==> src/rtl/alu_pkg.sv <==
// Shared decode definitions: ALU operation codes, MIPS opcode/funct values,
// and the ID/EX control word with its bubble value.
package alu_pkg;

    typedef enum logic [3:0] {
        ALU_AND   = 4'd0,
        ALU_OR    = 4'd1,
        ALU_ADD   = 4'd2,
        ALU_SLL   = 4'd3,
        ALU_SRL   = 4'd4,
        ALU_EQ    = 4'd5,
        ALU_SUB   = 4'd6,
        ALU_SLT   = 4'd7,
        ALU_LUI   = 4'd8,
        ALU_LINK  = 4'd9,
        ALU_NOR   = 4'd12,
        ALU_XOR   = 4'd13,
        ALU_PASSA = 4'd14
    } alu_ctrl_e;

    localparam logic [5:0] OP_RTYPE = 6'h00;
    localparam logic [5:0] OP_J     = 6'h02;
    localparam logic [5:0] OP_JAL   = 6'h03;
    localparam logic [5:0] OP_BEQ   = 6'h04;
    localparam logic [5:0] OP_BNE   = 6'h05;
    localparam logic [5:0] OP_ADDI  = 6'h08;
    localparam logic [5:0] OP_ADDIU = 6'h09;
    localparam logic [5:0] OP_SLTI  = 6'h0A;
    localparam logic [5:0] OP_SLTIU = 6'h0B;
    localparam logic [5:0] OP_ANDI  = 6'h0C;
    localparam logic [5:0] OP_ORI   = 6'h0D;
    localparam logic [5:0] OP_XORI  = 6'h0E;
    localparam logic [5:0] OP_LUI   = 6'h0F;
    localparam logic [5:0] OP_LW    = 6'h23;
    localparam logic [5:0] OP_SW    = 6'h2B;

    localparam logic [5:0] FN_SLL  = 6'h00;
    localparam logic [5:0] FN_SRL  = 6'h02;
    localparam logic [5:0] FN_JR   = 6'h08;
    localparam logic [5:0] FN_ADD  = 6'h20;
    localparam logic [5:0] FN_ADDU = 6'h21;
    localparam logic [5:0] FN_SUB  = 6'h22;
    localparam logic [5:0] FN_SUBU = 6'h23;
    localparam logic [5:0] FN_AND  = 6'h24;
    localparam logic [5:0] FN_OR   = 6'h25;
    localparam logic [5:0] FN_XOR  = 6'h26;
    localparam logic [5:0] FN_NOR  = 6'h27;
    localparam logic [5:0] FN_SLT  = 6'h2A;
    localparam logic [5:0] FN_SLTU = 6'h2B;

    typedef struct packed {
        logic      valid;
        alu_ctrl_e alu_ctrl;
        logic      alu_src_imm;
        logic      reg_write;
        logic      illegal;
    } idex_ctrl_t;

    localparam idex_ctrl_t IDEX_BUBBLE = '{
        valid:       1'b0,
        alu_ctrl:    ALU_ADD,
        alu_src_imm: 1'b0,
        reg_write:   1'b0,
        illegal:     1'b0
    };

endpackage

==> src/rtl/d_alu_ctrl_dec.sv <==
// Combinational MIPS instruction decode into ID/EX control, immediate,
// shift amount and writeback destination.
module d_alu_ctrl_dec
    import alu_pkg::*;
#(
    parameter int DATA_W   = 32,
    parameter int REG_AW   = 5,
    parameter int LINK_REG = 31
) (
    input  logic [DATA_W-1:0] instr,
    output idex_ctrl_t        ctrl,
    output logic [4:0]        shamt,
    output logic [DATA_W-1:0] imm,
    output logic [REG_AW-1:0] dst
);

    logic [5:0]        op;
    logic [5:0]        funct;
    logic [REG_AW-1:0] rt;
    logic [REG_AW-1:0] rd;
    logic [DATA_W-1:0] imm_sext;
    logic [DATA_W-1:0] imm_zext;
    logic              unused_rs;

    assign op        = instr[31:26];
    assign funct     = instr[5:0];
    assign rt        = instr[16 +: REG_AW];
    assign rd        = instr[11 +: REG_AW];
    assign shamt     = instr[10:6];
    assign imm_sext  = {{(DATA_W-16){instr[15]}}, instr[15:0]};
    assign imm_zext  = {{(DATA_W-16){1'b0}}, instr[15:0]};
    assign unused_rs = ^instr[25:21];

    // Unknown encodings keep the ADD/no-write defaults and only raise illegal.
    always_comb begin
        ctrl       = IDEX_BUBBLE;
        ctrl.valid = 1'b1;
        imm        = imm_sext;
        dst        = rt;
        case (op)
            OP_RTYPE: begin
                dst            = rd;
                ctrl.reg_write = 1'b1;
                case (funct)
                    FN_ADD, FN_ADDU: ctrl.alu_ctrl = ALU_ADD;
                    FN_SUB, FN_SUBU: ctrl.alu_ctrl = ALU_SUB;
                    FN_AND:          ctrl.alu_ctrl = ALU_AND;
                    FN_OR:           ctrl.alu_ctrl = ALU_OR;
                    FN_XOR:          ctrl.alu_ctrl = ALU_XOR;
                    FN_NOR:          ctrl.alu_ctrl = ALU_NOR;
                    FN_SLT, FN_SLTU: ctrl.alu_ctrl = ALU_SLT;
                    FN_SLL:          ctrl.alu_ctrl = ALU_SLL;
                    FN_SRL:          ctrl.alu_ctrl = ALU_SRL;
                    FN_JR: begin
                        ctrl.alu_ctrl  = ALU_PASSA;
                        ctrl.reg_write = 1'b0;
                    end
                    default: begin
                        ctrl.illegal   = 1'b1;
                        ctrl.reg_write = 1'b0;
                    end
                endcase
            end
            OP_ADDI, OP_ADDIU, OP_SLTI, OP_SLTIU, OP_ANDI, OP_ORI, OP_XORI, OP_LUI, OP_LW: begin
                ctrl.alu_src_imm = 1'b1;
                ctrl.reg_write   = 1'b1;
                case (op)
                    OP_SLTI, OP_SLTIU: ctrl.alu_ctrl = ALU_SLT;
                    OP_ANDI: begin ctrl.alu_ctrl = ALU_AND; imm = imm_zext; end
                    OP_ORI:  begin ctrl.alu_ctrl = ALU_OR;  imm = imm_zext; end
                    OP_XORI: begin ctrl.alu_ctrl = ALU_XOR; imm = imm_zext; end
                    OP_LUI:  begin ctrl.alu_ctrl = ALU_LUI; imm = imm_zext; end
                    default: ctrl.alu_ctrl = ALU_ADD;
                endcase
            end
            OP_SW:  ctrl.alu_src_imm = 1'b1;
            OP_BEQ: ctrl.alu_ctrl    = ALU_SUB;
            OP_BNE: ctrl.alu_ctrl    = ALU_EQ;
            OP_J:   ctrl.alu_ctrl    = ALU_ADD;
            OP_JAL: begin
                ctrl.alu_ctrl  = ALU_LINK;
                ctrl.reg_write = 1'b1;
                dst            = REG_AW'(LINK_REG);
            end
            default: ctrl.illegal = 1'b1;
        endcase
    end

endmodule

==> src/rtl/d_alu_decode.sv <==
// ID/EX pipeline register around the ALU control decoder; one-cycle latency.
// Priority per edge: reset, then flush (bubble), then stall (hold), then load.
module d_alu_decode
    import alu_pkg::*;
#(
    parameter int DATA_W   = 32,
    parameter int REG_AW   = 5,
    parameter int LINK_REG = 31
) (
    input  logic              i_clk,
    input  logic              i_rst,
    input  logic [DATA_W-1:0] i_data_Instr,
    input  logic              i_con_Valid,
    input  logic              i_con_Stall,
    input  logic              i_con_Flush,
    output logic              o_con_Valid,
    output logic [3:0]        o_con_AluCtrl,
    output logic [4:0]        o_data_shamt,
    output logic [DATA_W-1:0] o_data_Imm,
    output logic              o_con_AluSrcImm,
    output logic              o_con_RegWrite,
    output logic [REG_AW-1:0] o_data_Dst,
    output logic              o_con_Illegal
);

    idex_ctrl_t        dec_ctrl;
    logic [4:0]        dec_shamt;
    logic [DATA_W-1:0] dec_imm;
    logic [REG_AW-1:0] dec_dst;

    idex_ctrl_t        ctrl_q;
    logic [4:0]        shamt_q;
    logic [DATA_W-1:0] imm_q;
    logic [REG_AW-1:0] dst_q;

    d_alu_ctrl_dec #(
        .DATA_W   (DATA_W),
        .REG_AW   (REG_AW),
        .LINK_REG (LINK_REG)
    ) u_dec (
        .instr (i_data_Instr),
        .ctrl  (dec_ctrl),
        .shamt (dec_shamt),
        .imm   (dec_imm),
        .dst   (dec_dst)
    );

    always_ff @(posedge i_clk) begin
        if (i_rst || i_con_Flush || (!i_con_Stall && !i_con_Valid)) begin
            ctrl_q  <= IDEX_BUBBLE;
            shamt_q <= '0;
            imm_q   <= '0;
            dst_q   <= '0;
        end else if (!i_con_Stall) begin
            ctrl_q  <= dec_ctrl;
            shamt_q <= dec_shamt;
            imm_q   <= dec_imm;
            dst_q   <= dec_dst;
        end
    end

    assign o_con_Valid     = ctrl_q.valid;
    assign o_con_AluCtrl   = ctrl_q.alu_ctrl;
    assign o_con_AluSrcImm = ctrl_q.alu_src_imm;
    assign o_con_RegWrite  = ctrl_q.reg_write;
    assign o_con_Illegal   = ctrl_q.illegal;
    assign o_data_shamt    = shamt_q;
    assign o_data_Imm      = imm_q;
    assign o_data_Dst      = dst_q;

endmodule

==> config.mk <==
export PLATFORM = sky130hd
export DESIGN_NAME = d_alu_decode
export DESIGN_NICKNAME = d
export VERILOG_FILES = /design/src/rtl/alu_pkg.sv /design/src/rtl/d_alu_ctrl_dec.sv /design/src/rtl/d_alu_decode.sv
export SDC_FILE = /design/constraint.sdc
export NUM_CORES = 1
export LEC_CHECK = 0
export BUFFER_PORTS_ARGS = -buffer_cell sky130_fd_sc_hd__buf_2
export CAP_MARGIN = 20
export CORE_ASPECT_RATIO = 1.5
export CORE_MARGIN = 2
export CORE_UTILIZATION = 46
export CTS_CLUSTER_DIAMETER = 200
export CTS_CLUSTER_SIZE = 16
export DETAILED_ROUTE_END_ITERATION = 16
export PLACE_DENSITY_LB_ADDON = 0.3
export SLEW_MARGIN = 20
export SYNTH_ARGS = -nofsm -noshare
export SYNTH_HDL_FRONTEND = slang
export SYNTH_SLANG_ARGS = --single-unit
==> constraint.sdc <==
create_clock -name i_clk -period 2.45 [get_ports i_clk]
set_input_delay 0.49 -clock i_clk [delete_from_list [all_inputs] [get_ports i_clk]]
set_output_delay 0.49 -clock i_clk [all_outputs]
set_load 0.02 [all_outputs]
# Word-level counts from Yosys, hierarchy flattened
# Cells that the tools add are included.
# totals
out_inout_bits,50
ff_bits,50
elab_cells,62
input_bits,37
# classes
reduce_logical,17
mux,11
eq_ne,26
# ops
cell,count
"6-bit == test, second input constant",12
32-bit two-way mux,2
"6-bit by 4-bit == test with 1-bit output, second input constant",9
4-bit case mux with 5 select lines,2
4-bit case mux with 9 select lines,1
10-bit OR reduction,2
"6-bit by 2-bit == test with 1-bit output, second input constant",3
14-bit OR reduction,1
13-bit OR reduction,1
"6-bit by 3-bit == test with 1-bit output, second input constant",2
6-bit logical NOT,2
12-bit OR reduction,1
5-bit case mux with 2 select lines,1
9-bit OR reduction,1
2-bit OR reduction,3
1-bit case mux with 2 select lines,2
4-bit OR reduction,1
1-bit two-way mux,3
1-bit logical NOT,2
1-bit logical OR,2
1-bit logical AND,1

# Longest topological paths before layout
# Gate-level depths: netlist (run 1).
# logic_depth
word_depth,4
ltp_mapped,6
mapped_depth_nobuf,4

# Hierarchy
# A second synthesis (run 1) with hierarchy kept.
# hier_totals
hier_cells,338
hier_area_um2,2771.4
# by_module_without_submodules
module,area_each_um2,cells_per_inst,n_inst,seq_area_each_um2
d_alu_decode,1981.9,224,1,1001.0
d_alu_ctrl_dec,789.5,114,1,0.0

# Least setup slack after synthesis (run 1)
# No wires, ideal clock.
# synth_path
path_type,input to register
from,input i_data_Instr[31]
to,register dst_q[3] (netlist: o_data_Dst[3])
arrival_time_ps,1739
t_required_ps,2318
slack_ps,579
cell_stages,6
path_cell_list,buf_6 -> or4_4 -> buf_6 -> or3_1 -> a21oi_1 -> nor3_1
# synth_between
elab_chain_len,2
word_cells_on_any_way,3
# synth_lines
item,line_no,rtl
start: declaration,d_alu_decode.sv:12,"input logic [DATA_W-1:0] i_data_Instr,"
6-bit by 2-bit == test with 1-bit output / 6-bit logical NOT (equally long branches),d_alu_ctrl_dec.sv:40,case (op)
5-bit case mux with 2 select lines *,d_alu_ctrl_dec.sv:40,
end signal: assignment,d_alu_decode.sv:58,dst_q <= dec_dst;
end: declaration,d_alu_decode.sv:34,logic [REG_AW-1:0] dst_q;
# Every way passes the cells marked *; elsewhere a longest branch is shown, timed or not.
# A chain may end at the register's enable or synchronous reset.

# Worst setup path in the final report (run 1)
# layout_path
from,input i_data_Instr[31]
to,register dst_q[1] (netlist: o_data_Dst[1])
# The elaborated chain is that of the path after synthesis.

==> flow_metrics.env, run 1 <==
export IMPL_holdPathEnd="o_data_Imm[10]"
export IMPL_fin_crit_sh_pct=67.74
export IMPL_initial_core_util_pct=47.81
export IMPL_cp_data_required_time_ps=2610
export IMPL_cp_max_fo=10
export IMPL_leakagePower_nw=1.016
export IMPL_maxSlewViolCount=0
export IMPL_gp_congestion=0.7948
export IMPL_synthFlopType="dfxtp_1"
export IMPL_finalCriticalPeriod_ps=1660
export IMPL_grt_setup_unrepaired="no"
export IMPL_final_cells=307
export IMPL_reg2reg_depth=2
export IMPL_synth_warning_count=0
export IMPL_grt_max_degree=24
export IMPL_setup_viol=0
export IMPL_drt_antenna_violating_nets=0
export IMPL_cts_resized=0
export IMPL_r2r_end="o_data_Imm[30]"
export IMPL_drt_iter0_markers=32
export IMPL_num_io_pins=87
export IMPL_power_frac_comb_pct=19.2
export IMPL_finalClockSkew_ps=0
export IMPL_grt_pass1_vias=1414
export IMPL_dieHeight_um=79.77
export IMPL_antenna_found_initial=0
export IMPL_vias_per_cell=5.541
export IMPL_ir_drop_mv=0.3091
export IMPL_cts_buffer_depth=2
export IMPL_syn_area_mm2=0.001760
export IMPL_arrival_ps=1820
export IMPL_diodes=0
export IMPL_fmax_mhz=602.6
export IMPL_wl_per_cell_um=13.78
export IMPL_end_kind="register"
export IMPL_synth_area_top_cells="dfxtp_1, mux2i_1, buf_4"
export IMPL_cts_tree="done"
export IMPL_worstReg2RegStart="o_data_Imm[30]"
export IMPL_yosys_cell_types_count=49
export IMPL_core_area_mm2=0.003682
export IMPL_synth_top_area_share_pct=34.12
export IMPL_firstDrtPassIters=4
export IMPL_clock_sinks=30
export IMPL_grt_use_total_pct=20.31
export IMPL_maxSlewHeadroom_pct=70.27
export IMPL_die_area_mm2=0.004348
export IMPL_rrSetupSlack_ps=1660
export IMPL_synthesis_nets=246
export IMPL_whs_path_depth=3
export IMPL_avgSynthCellArea_um2=8.423
export IMPL_min_delay_start="i_data_Instr[10]"
export IMPL_worstSkewPairLatency_ps=280
export IMPL_ys_async_sr_fraction_pct=0
export IMPL_p_clk_share_pct=34.2
export IMPL_place_port_buffers=81
export IMPL_grt_pass1_wl_mm=6.513
export IMPL_cts_max_level=2
export IMPL_root_buffer="clkbuf_8"
export IMPL_hp_class="input port to register"
export IMPL_switching_power_mw=0.3181
export IMPL_cts_setup_buffers=0
export IMPL_cp_start_kind="input port"
export IMPL_synth_seq_cells=30
export IMPL_p_int_mw=0.7727
export IMPL_status="finished clean"
export IMPL_synth_edff_count=0
export IMPL_hold_viol=0
export IMPL_overflow=0
export IMPL_synthToLayoutAreaGrowth_pct=19.19
export IMPL_clkTransAtPathRegs_ps=60
export IMPL_tns_ps=0
export IMPL_ys_seq_area_share_pct=34.12
export IMPL_synth_cells=209
export IMPL_dp_hpwl_mm=3.151
export IMPL_powerDensity_mw_per_mm2=519.9
export IMPL_fin_nets=301
export IMPL_die_width_um=54.51
export IMPL_dp_cells=300
export IMPL_drive_above_1_share_pct=37.88
export IMPL_switching_share_pct=29.16
export IMPL_seqPwrFrac_pct=46.6
export IMPL_synth_largest_area_cell="dfxtp_1"
export IMPL_drv_cap=0
export IMPL_cts_made_buffers=5
export IMPL_critPathKind="input port to register"
export IMPL_ctsHoldBuffers=0
export IMPL_num_vias=1701
export IMPL_worst_pin_slew_ps=441.8
export IMPL_rows=27
export IMPL_routed_wl_mm=4.229
export IMPL_drc=0
-- Yosys cell counts, drive strengths merged (3+ instances only) --
cell type   n
nor2       21
nor3        7
a21oi      13
mux2i      16
inv         5
nand2b      9
a31oi       3
buf        24
o21ai      11
dfxtp      30
nand2       5
nand3       5
or3         5
clkbuf     12
o22ai       6
nor2b       3
-- layout by cell type, fill, tap and decap left out, types with 6 or more instances in the layout --
| cell type | netlist | layout |
|---|---|---|
| nor2_1 | 21 | 21 |
| mux2i_1 | 16 | 16 |
| o21ai_0 | 8 | 8 |
| a21oi_1 | 13 | 13 |
| nand2b_1 | 9 | 9 |
| o22ai_1 | 6 | 6 |
| buf_2 | 1 | 81 |
| dfxtp_1 | 30 | 30 |
| nor3_1 | 6 | 6 |
-- cell type report --
cell class                 count  area (µm²)
clock buffer                   5       68.82
clock inverter                 2       10.01
fill                         391        1584
inverter                       6       22.52
multi-input combinational    137       914.6
sequential                    30       600.6
tap                           43       53.80
timing repair buffer          84       427.9
-- state kept, by name, summed over array words and instances, names as in the netlist --
register and cells:
o_con_RegWrite 1, o_con_AluSrcImm 1, o_data_Dst 5, o_con_Valid 1
o_data_shamt 4, o_con_AluCtrl 4, o_con_Illegal 1, o_data_Imm 13
-- layer usage --
layer  vias up  global-route usage, %  wire length [µm]
met3        12                  4.682               240
met1       784                  22.83              1666
met5         -                      0                 0
li1        841                      -                 -
met2        64                  33.73              2189
met4         0                  11.25               132
-- worst max-delay path by stage --
stage	from	endpoint	slack [ps]	cells past startpoint
floorplan	i_data_Instr[31]	o_data_Dst[3]	580	6
global placement	i_data_Instr[31]	o_data_Dst[0]	510	5
detailed placement	i_data_Instr[31]	o_data_Dst[1]	490	5
CTS	i_data_Instr[31]	o_data_Dst[1]	800	5
global route	i_data_Instr[31]	o_data_Dst[2]	730	5
finish	i_data_Instr[31]	o_data_Dst[1]	790	5
-- kinds of logic (layout without fill, tap and decap cells) --
kind of cell    after synthesis  count (layout)  share of synthesized area (%)
compound gates               52              52                          19.69
buf+inv                      42              97                          14.14
flops                        30              30                          34.12
mux                          16              16                          9.097
simple gates                 69              69                          22.96
-- stage by stage --
stage	setup slack [ps]	power [mW]	util (%)	area, µm²	hold WS, ps
3_5_place_dp	493.7	0.7295	54.84	2019	449.3
5_1_grt	732.5	1.146	56.98	2098	453.7
2_1_floorplan	579.4	0.6683	-	1760	553.6
3_3_place_gp	512.4	0.7267	54.84	2019	445.1
4_1_cts	796.5	1.109	56.98	2098	432.9
6_report	790.4	1.091	56.98	2098	434.7
-- worst max-delay path, stage by stage --
cell and delay (ps):
buf_2 160, or4_4 630, or3_1 340, a21oi_1 140, nor3_1 60
-- power groups by stage --
stage / logic [mW] / clock network, mW / registers, mW
3_5_place_dp: 0.210 / 0 / 0.520
6_report: 0.210 / 0.373 / 0.508
4_1_cts: 0.211 / 0.390 / 0.509
2_1_floorplan: 0.133 / 0 / 0.536
5_1_grt: 0.229 / 0.406 / 0.510
3_3_place_gp: 0.208 / 0 / 0.519
(Power assumes the default switching activity.)
==> run 2, diff against run 1 <==
--- a/config.mk
+++ b/config.mk
@@ -9,7 +9,7 @@
 export CAP_MARGIN = 20
 export CORE_ASPECT_RATIO = 1.5
 export CORE_MARGIN = 2
-export CORE_UTILIZATION = 46
+export CORE_UTILIZATION = 41
 export CTS_CLUSTER_DIAMETER = 200
 export CTS_CLUSTER_SIZE = 16
 export DETAILED_ROUTE_END_ITERATION = 16
==> constraint.sdc (replaced) <==
create_clock -name i_clk -period 1.4 [get_ports i_clk]
set_input_delay 0.28 -clock i_clk [delete_from_list [all_inputs] [get_ports i_clk]]
set_output_delay 0.28 -clock i_clk [all_outputs]
set_load 0.02 [all_outputs]
==> flow_metrics.env, run 2 (same netlist as run 1, synthesis figures left out) <==
export IMPL_status="finished clean"
export IMPL_drt_antenna_violating_nets=0
export IMPL_worst_pin_slew_ps=332.8
export IMPL_cts_resized=0
export IMPL_grt_setup_unrepaired="yes"
export IMPL_maxSlewViolCount=0
export IMPL_powerDensity_mw_per_mm2=875.0
export IMPL_cts_tree="done"
export IMPL_place_port_buffers=81
export IMPL_ctsHoldBuffers=0
export IMPL_rrSetupSlack_ps=580
export IMPL_r2r_end="o_con_AluCtrl[2]"
export IMPL_grt_pass1_vias=1603
export IMPL_drv_cap=0
export IMPL_gp_congestion=0.8510
export IMPL_diodes=0
export IMPL_p_clk_share_pct=35.7
export IMPL_drc=0
export IMPL_num_vias=1741
export IMPL_seqPwrFrac_pct=43.4
export IMPL_clock_sinks=30
export IMPL_worstReg2RegStart="o_con_AluCtrl[2]"
export IMPL_dp_hpwl_mm=3.502
export IMPL_fin_nets=327
export IMPL_dp_slack_ps=-303.3
export IMPL_critical_path_buf_inv_count=1
export IMPL_switching_power_mw=0.5856
export IMPL_routed_wl_mm=4.469
export IMPL_cts_max_level=2
export IMPL_setup_viol=0
export IMPL_grt_max_degree=24
export IMPL_synthToLayoutAreaGrowth_pct=33.12
export IMPL_dp_cells=329
export IMPL_wl_per_cell_um=13.26
export IMPL_path_cells="buf_6 > or4_4 > or3_1 > a21oi_1 > nor3_1"
export IMPL_finalCriticalPeriod_ps=1380
export IMPL_critPathTopFamily="simple AND/OR/NAND/NOR gates"
export IMPL_dieHeight_um=84.26
export IMPL_maxSlewHeadroom_pct=77.46
export IMPL_drive_above_1_share_pct=44.33
export IMPL_clkTransAtPathRegs_ps=70
export IMPL_crit_path_top_delay_cell="or4_4"
export IMPL_grt_use_met1_pct=18.23
export IMPL_grt_pass1_wl_mm=7.003
export IMPL_gr_usage_met3_pct=4.777
export IMPL_die_width_um=57.50
export IMPL_grt_busiest_layer="met2"
export IMPL_cts_buffer_depth=2
export IMPL_worstSkewPairLatency_ps=280
export IMPL_largest_register_ffs=13
export IMPL_core_area_mm2=0.004173
export IMPL_fin_crit_sh_pct=98.59
export IMPL_p_int_mw=1.465
export IMPL_finalPower_mw=2.051
export IMPL_hold_viol=0
export IMPL_ir_drop_mv=0.8555
export IMPL_num_io_pins=87
export IMPL_initial_core_util_pct=42.19
export IMPL_leakagePower_nw=1.154
export IMPL_cp_data_required_time_ps=1570
export IMPL_root_buffer="clkbuf_8"
export IMPL_fmax_mhz=724.5
export IMPL_path_depth=5
export IMPL_most_common_layout_cells="buf_2, dfxtp_1, buf_4, nor2_1, mux2i_1"
export IMPL_fin_hold_ws_ps=229.0
export IMPL_drt_iter0_markers=42
export IMPL_layout_commonest_cell="buf_2"
export IMPL_finalClockSkew_ps=0
export IMPL_dpl_cell_area_mm2=0.002231
export IMPL_reg2reg_depth=3
export IMPL_final_cells=337
export IMPL_cp_slowest_stage_delay_ps=630
export IMPL_arrival_ps=1550
export IMPL_die_area_mm2=0.004845
export IMPL_vias_per_cell=5.166
export IMPL_crit_start="i_data_Instr[31]"
export IMPL_critPathKind="input port to register"
export IMPL_power_frac_comb_pct=20.9
export IMPL_end_kind="register"
export IMPL_hp_class="input port to register"
export IMPL_grt_use_total_pct=18.40
export IMPL_cp_start_kind="input port"
export IMPL_rows=29
export IMPL_cts_made_buffers=5
export IMPL_firstDrtPassIters=4
export IMPL_crit_end="o_data_Dst[2]"
export IMPL_use_met2_pct=34.40
export IMPL_cp_max_fo=8
export IMPL_switching_share_pct=28.56
export IMPL_antenna_found_initial=0
export IMPL_overflow=0
export IMPL_final_area_mm2=0.002344
export IMPL_cts_setup_buffers=0
export IMPL_setup_slack_ps=19.80
## run 2: changes by cell type in the layout (fill, tap and decap cells not counted)
cell,previous run,this run
buf_6,0,2
clkinvlp_4,0,1
dfxtp_2,0,1
buf_4,3,28
buf_2,81,79
a21oi_1,13,12
clkbuf_8,5,6
a21oi_2,0,1
dfxtp_1,30,29
clkinv_2,2,1
buf_12,0,1
## run 2: worst min-delay path: cells and delay by family
family	cells	cell delay [ps]
buffers and inverters	1	70
and+or+nand+nor	1	70
muxes	1	50
## run 2: final cells by class
cell class / instances / area (µm²)
fillers: 398 / 1829
multi-input cells: 137 / 918.4
repair buffers: 110 / 648.1
flip-flops and latches: 30 / 601.8
clock buffers: 6 / 82.58
well taps: 46 / 57.56
inverters: 6 / 22.52
clock inverters: 2 / 12.51
## run 2: stage by stage
step	setup TNS (ps)	util (%)
3_5_place_dp	-2626	53.46
6_report	0	56.16
4_1_cts	0	55.74
5_1_grt	-11.29	56.16
2_1_floorplan	-913.5	-
3_3_place_gp	-2390	53.46
## run 2: power groups by stage
stage,Clock (mW),Sequential (mW),Combinational (mW)
after global routing,0.789,0.893,0.465
after CTS,0.757,0.891,0.425
after global placement,0,0.909,0.422
after floorplan,0,0.938,0.236
final,0.732,0.891,0.428
after detailed placement,0,0.910,0.425
## run 2: per-layer routing
metal,wire [µm],up-vias,share of wire [%]
met5,0,-,0
met4,104,0,2.3
met3,275,9,6.2
met2,2436,61,55
met1,1652,782,37
li1,-,889,-
## run 2: worst min path at each step
stage                     cells past startpoint         endpoint             from  slack [ps]
after floorplan                               2    o_data_Imm[0]  i_data_Instr[0]         420
after global placement                        1      o_con_Valid      o_con_Valid         450
after detailed placement                      1      o_con_Valid      o_con_Valid         450
after CTS                                     3  o_data_shamt[0]  i_data_Instr[6]         220
after global routing                          3  o_data_shamt[2]  i_data_Instr[8]         240
final                                         3  o_data_shamt[0]  i_data_Instr[6]         230
